[src/rtl/pwm_demod_pkg.sv]
// ============================================================================
// Module      : pwm_demod_pkg
// Description : Shared FSM state type, output width and result-shift helper
//               for the PWM demodulator.
// Revision    : 1.0 - initial release
// ============================================================================
`default_nettype none

package pwm_demod_pkg;

  localparam int OUT_W = 32;

  typedef enum logic [1:0] {
    IDLE  = 2'd0,
    ALIGN = 2'd1,
    ACCUM = 2'd2
  } state_t;

  // Left shift that places a FRAME_BITS+AVG_LOG2 wide count at the top of OUT_W.
  function automatic int result_shift(input int frame_bits, input int avg_log2);
    return OUT_W - frame_bits - avg_log2;
  endfunction

endpackage

`default_nettype wire

[src/rtl/bit_sync.sv]
// ============================================================================
// Module      : bit_sync
// Description : Two-flop synchronizer for a single asynchronous bit,
//               asynchronous active-low reset to 0.
// Revision    : 1.0 - initial release
// ============================================================================
`default_nettype none

module bit_sync (
  input  logic clk,
  input  logic rst,
  input  logic d,
  output logic q
);

  logic [1:0] r_meta;

  always_ff @(posedge clk or negedge rst) begin
    if (!rst) begin
      r_meta <= 2'b00;
    end else begin
      r_meta <= {r_meta[0], d};
    end
  end

  assign q = r_meta[1];

endmodule

`default_nettype wire

[src/rtl/pwm_demod.sv]
// ============================================================================
// Module      : pwm_demod
// Description : Integrates PWM high time over 2^AVG_LOG2 frames and reports
//               the reconstructed 32-bit target value. Optional 3-sample
//               majority glitch filter via PWM_DEMOD_GLITCH_FILT_EN.
// Revision    : 1.0 - initial release
// ============================================================================
`default_nettype none

module pwm_demod
  import pwm_demod_pkg::*;
#(
  parameter int FRAME_BITS = 16,
  parameter int AVG_LOG2   = 4
) (
  input  logic             clk,
  input  logic             rst,
  input  logic             pwm_in,
  input  logic             enable,
  output logic [OUT_W-1:0] result,
  output logic             result_valid,
  output logic             busy,
  output logic             sat
);

  localparam int CNT_W = FRAME_BITS + AVG_LOG2;
  localparam int SHIFT = result_shift(FRAME_BITS, AVG_LOG2);

  state_t              r_state;
  state_t              w_state_nxt;
  logic [CNT_W-1:0]    r_win;
  logic [CNT_W-1:0]    r_high;
  logic [FRAME_BITS-1:0] r_timeout;
  logic [OUT_W-1:0]    r_result;
  logic                r_result_valid;
  logic                r_sat;
  logic                r_sample_d;
  logic                w_sync;
  logic                w_sample;
  logic                w_rise;
  logic                w_close;
  logic [CNT_W:0]      w_sum;
  logic [CNT_W-1:0]    w_final;

  bit_sync u_sync (
    .clk (clk),
    .rst (rst),
    .d   (pwm_in),
    .q   (w_sync)
  );

`ifdef PWM_DEMOD_GLITCH_FILT_EN
  logic [1:0] r_hist;

  always_ff @(posedge clk or negedge rst) begin
    if (!rst) begin
      r_hist <= 2'b00;
    end else begin
      r_hist <= {r_hist[0], w_sync};
    end
  end

  // Majority of the current and two previous synchronized samples.
  assign w_sample = (w_sync & r_hist[0]) | (w_sync & r_hist[1]) | (r_hist[0] & r_hist[1]);
`else
  assign w_sample = w_sync;
`endif

  always_ff @(posedge clk or negedge rst) begin
    if (!rst) begin
      r_sample_d <= 1'b0;
    end else begin
      r_sample_d <= w_sample;
    end
  end

  assign w_rise = w_sample & ~r_sample_d;

  // Only an all-high window can carry into the extra bit; clamp it to W-1.
  assign w_sum   = {1'b0, r_high} + {{CNT_W{1'b0}}, w_sample};
  assign w_final = w_sum[CNT_W] ? {CNT_W{1'b1}} : w_sum[CNT_W-1:0];

  always_ff @(posedge clk or negedge rst) begin
    if (!rst) begin
      r_state <= IDLE;
    end else begin
      r_state <= w_state_nxt;
    end
  end

  always_comb begin
    w_state_nxt = r_state;
    w_close     = 1'b0;
    case (r_state)
      IDLE: begin
        if (enable) w_state_nxt = ALIGN;
      end
      ALIGN: begin
        if (!enable) begin
          w_state_nxt = IDLE;
        end else if (w_rise || (r_timeout == {FRAME_BITS{1'b1}})) begin
          w_state_nxt = ACCUM;
        end
      end
      ACCUM: begin
        if (!enable) begin
          w_state_nxt = IDLE;
        end else begin
          w_close = (r_win == {CNT_W{1'b1}});
        end
      end
      default: w_state_nxt = IDLE;
    endcase
  end

  always_ff @(posedge clk or negedge rst) begin
    if (!rst) begin
      r_win          <= '0;
      r_high         <= '0;
      r_timeout      <= '0;
      r_result       <= '0;
      r_result_valid <= 1'b0;
      r_sat          <= 1'b0;
    end else begin
      r_result_valid <= 1'b0;
      if (!enable) begin
        // Aborting discards the partial window; result keeps its old value.
        r_win     <= '0;
        r_high    <= '0;
        r_timeout <= '0;
        r_sat     <= 1'b0;
      end else begin
        case (r_state)
          ALIGN: begin
            r_win  <= '0;
            r_high <= '0;
            if (w_state_nxt == ACCUM) begin
              r_timeout <= '0;
            end else begin
              r_timeout <= r_timeout + 1'b1;
            end
          end
          ACCUM: begin
            if (w_close) begin
              r_result       <= OUT_W'(w_final) << SHIFT;
              r_result_valid <= 1'b1;
              r_sat          <= r_sat | w_sum[CNT_W];
              r_win          <= '0;
              r_high         <= '0;
            end else begin
              r_win  <= r_win + 1'b1;
              r_high <= w_sum[CNT_W-1:0];
            end
          end
          default: begin
            r_win     <= '0;
            r_high    <= '0;
            r_timeout <= '0;
          end
        endcase
      end
    end
  end

  assign result       = r_result;
  assign result_valid = r_result_valid;
  assign sat          = r_sat;
  assign busy         = (r_state != IDLE);

endmodule

`default_nettype wire

[config.mk]
export PLATFORM = sky130hd
export DESIGN_NAME = pwm_demod
export DESIGN_NICKNAME = d
export VERILOG_FILES = /design/src/rtl/pwm_demod_pkg.sv /design/src/rtl/bit_sync.sv /design/src/rtl/pwm_demod.sv
export SDC_FILE = /design/constraint.sdc
export NUM_CORES = 1
export LEC_CHECK = 0
export ABC_AREA = 1
export CORE_ASPECT_RATIO = 0.7
export CORE_MARGIN = 1
export CORE_UTILIZATION = 45
export DETAILED_ROUTE_END_ITERATION = 7
export PLACE_DENSITY = 0.69
export SYNTH_ARGS = -nofsm -noshare
export SYNTH_HDL_FRONTEND = slang
export SYNTH_HIERARCHICAL = 1
export SYNTH_SLANG_ARGS = --single-unit
[constraint.sdc]
create_clock -name clk -period 1.8 [get_ports clk]
set_clock_uncertainty 0.05 [all_clocks]
set_input_delay 0.45 -clock clk [delete_from_list [all_inputs] [get_ports clk]]
set_output_delay 0.45 -clock clk [all_outputs]
set_load 0.01 [all_outputs]
==> flow_summary.toml <==
[yosys]
ys.flop_type = "dfrtp_1"
synth-simple-area-share_pct = 27.5
seq_area_frac_synth_pct = 49.2
async_flop_share_pct = 100
muxShareOfSynthArea_pct = 0
synth_compound_area_share_pct = 6.08
postSynthCellCount = 497
synth_area_um2 = 4220
yosys_warnings = 6
ys_types = 38
synth-xor-area-share_pct = 7.06
synth_edf_count = 0
ys_ff_latch = 83
yosys.area_share.adder_pct = 1.19
synth_top_family_by_area = "simple AND/OR/NAND/NOR gates"
avgSynthCellArea_um2 = 8.49

[cts]
numCtsBuffers = 9
clock-root-buffer = "clkbuf_16"
h-tree-depth = 3
cts.path.max_buffers = 2
clock_latency_ps = 350
holdBufCountCts = 0
cts_tree = "yes"
clkTransAtPathRegs_ps = 60
cts_sinks = 83

[worst_setup_path]
path_common_cell = "nand2_1"
cp_num_cells = 12
cp_num_buf_inv = 3
criticalPathCategory = "reg2reg"
end_kind = "register"
cp_slowest_stage_delay_ps = 400
crit_arrival_ps = 2010
critPathTopFamily = "simple AND/OR/NAND/NOR gates"
reg2regPathDepth = 12
crit_fanout = 3
crit_slowest_cell = "dfrtp_1"
cp.required_ps = 1980
start_kind = "register"
crit_path_cell_trace = "ha_4 > buf_4 > nand3_2 > inv_2 > nand3_2 > nor2_4 > buf_4 > nand2_1 > nand2_1 > nand2_1 > nor2_2 > nor2_1"

[floorplanning]
boundaryPins = 39
initial_core_util_pct = 46.5
core_um2 = 9070
die_area_um2 = 9770
chipWidth_um = 118
rows = 29
die_height_um = 83.0

[detailed_routing]
wl_mm = 10.0
routedWlPerCell_um = 14.3
dr.first_iter.drc_count = 241
avgViaCountPerCell = 5.03
ant_nets = 0
num_vias = 3530
drc_errors = 0
firstDrtPassIters = 5

[timing]
layout_setup_ws_ps = -30.3
hold_viol_final = 2
grt_setup_unrepaired = "true"
fin_crit_ps = 1830
period_share_pct = 102
fin_hold_ws_ps = -2.43
maxSlewViolCount = 0
setup_viol = 2
max_freq_mhz = 546

[place]
dp_hpwl_mm = 6.47
pre_cts_slack_ps = -376
port_buffers = 26
gp_congestion = 0.859
placedCellCount = 670

[final_layout]
diodes = 0
nets = 581
drive_gt1_share_pct = 24.0
layout.cells.non_filler = 702
syn_to_final_growth_pct = 31.3
fillerInstances = 749

[pwr]
pwr-share-seq_pct = 47.7
ir_drop_mv = 0.476
p_sw_share_pct = 22.7
comb_power_share_pct = 5.2
clock_power_share_pct = 47.0
p_per_area_nw_per_um2 = 714
internal-power_w = 0.00306
switching_power_w = 0.000896
cellLeakagePower_nw = 2.55
power_w = 0.00395

[status]
outcome = "finished with violations"
violations = "hold timing, setup timing"

[job]
maxCapViolations = 0

[global_route]
grt_usage_pct = 20.8
grt_overflow = 0
grt_pass1_wl_mm = 15.9
antenna_found_initial = 0
grt_max_degree = 33
grt_pass1_vias = 3295

[min_path]
hold_path_class = "in2async"
repair_timing:
| item | in CTS | in global routing |
|---|---|---|
| resized for setup | 41 | 43 |
| endpoints found under the setup margin | 59 | 77 |
| buffers inserted | 7 | 3 |
| gates cloned | 3 | 3 |
| pin swaps | 8 | 9 |
cell type report:
| type | count | area, um2 | area share, % |
|---|---|---|---|
| clock buffers | 12 | 246 | 4.45 |
| clock inverters | 4 | 50.0 | 0.904 |
| inverters | 51 | 230 | 4.16 |
| multi-input cells | 355 | 2040 | 36.9 |
| flip-flops and latches | 83 | 2080 | 37.5 |
| well taps | 124 | 155 | 2.80 |
| repair buffers | 68 | 654 | 11.8 |
| repair inverters | 5 | 80.1 | 1.45 |
layout by cell type (no fill, tap or decap), types with 2 or more instances in the layout:
cell type        count
clkinvlp_4           2
nand2_4              5
nor2_4               6
nor3_1               7
nor2_1              92
nand3_2              5
xnor2_1              9
xor2_2               3
inv_2                7
buf_4               35
nand2_2              3
clkbuf_16           10
nor3_2               2
nand4_1             10
dlygate4sd2_1        2
xor2_1              21
conb_1              12
dfrtp_1             82
a21oi_1              9
clkbuf_1             2
a21oi_2             16
buf_6                3
o21ai_0              4
nand2_1             98
inv_1               42
dlymetal6s2s_1       2
o21ai_1              3
nand3_1             15
clkdlybuf4s50_1     21
clkinv_8             4
ha_4                 2
buf_12               4
nor2_2              14
power groups by stage:
| stage | registers, W | logic [W] | clock network, W |
|---|---|---|---|
| finish | 0.00189 | 0.000207 | 0.00186 |
| CTS | 0.00189 | 0.000192 | 0.00188 |
| global placement | 0.00192 | 0.000175 | 0 |
| global route | 0.00189 | 0.000230 | 0.00196 |
| detailed placement | 0.00192 | 0.000179 | 0 |
| floorplan | 0.00192 | 0.0000995 | 0 |
registers in the layout (all words and copies together), names as in the netlist:
name / cells
r_high: 20
r_win: 20
result: 20
r_timeout: 16
r_state: 2
u_sync/r_meta: 2
r_sample_d: 1
result_valid: 1
sat: 1
kinds of logic (layout without fill, tap and decap cells):
logic type,after synthesis,in the layout
compound gates,40,40
fa+ha+maj,4,4
simple gates,265,265
buf+inv,70,140
flops,83,83
xor+xnor,34,34
other cells,1,12
metal layers:
| layer | routed length (um) | share of wire (%) | GRT usage [%] |
|---|---|---|---|
| met1 | 4810 | 48 | 30.3 |
| met2 | 4420 | 44 | 29.9 |
| met3 | 640 | 6.4 | 5.77 |
| met4 | 148 | 1.5 | 6.53 |
| met5 | 0 | 0 | 0 |
per-stage QoR:
stage                     TNS [ps]  utilization, %  instance area, um2  hold slack [ps]
after floorplan                  0               -                4260              104
after global placement      -19320            52.5                4760              290
after detailed placement    -22280            52.5                4760              296
after CTS                     -487            58.6                5320             11.3
after global routing         -3080            61.1                5540             32.5
final                        -60.3            61.1                5540            -2.43
path summary, 6_finish.rpt:
check | start | end | slack [ps]
worst max-delay path | u_sync/r_meta[1] | result[31] | -30
worst min-delay path | rst | r_timeout[14] | -2
worst max register to register | u_sync/r_meta[1] | result[31] | -30
worst min register to register | u_sync/r_meta[0] | u_sync/r_meta[1] | 310
max in group asynchronous | rst | result[15] | 1200
min in group clk | u_sync/r_meta[0] | u_sync/r_meta[1] | 310
cells in the mapped netlist (2+ instances only):
| library cell | instances | area (um2) |
|---|---|---|
| a21oi_1 | 15 | 75.1 |
| a21oi_2 | 10 | 87.6 |
| buf_4 | 12 | 90.1 |
| buf_6 | 5 | 56.3 |
| dfrtp_1 | 83 | 2080 |
| ha_1 | 4 | 50.1 |
| inv_1 | 46 | 173 |
| inv_2 | 3 | 11.3 |
| nand2_1 | 102 | 383 |
| nand2_2 | 2 | 12.5 |
| nand2_4 | 3 | 33.8 |
| nand3_1 | 20 | 100 |
| nand4_1 | 10 | 62.6 |
| nor2_1 | 107 | 402 |
| nor2_2 | 2 | 12.5 |
| nor2_4 | 3 | 33.8 |
| nor3_1 | 9 | 45.0 |
| o21ai_0 | 9 | 45.0 |
| xnor2_1 | 10 | 87.6 |
| xor2_1 | 24 | 210 |
Note: power is estimated with default switching activity, not from simulation.
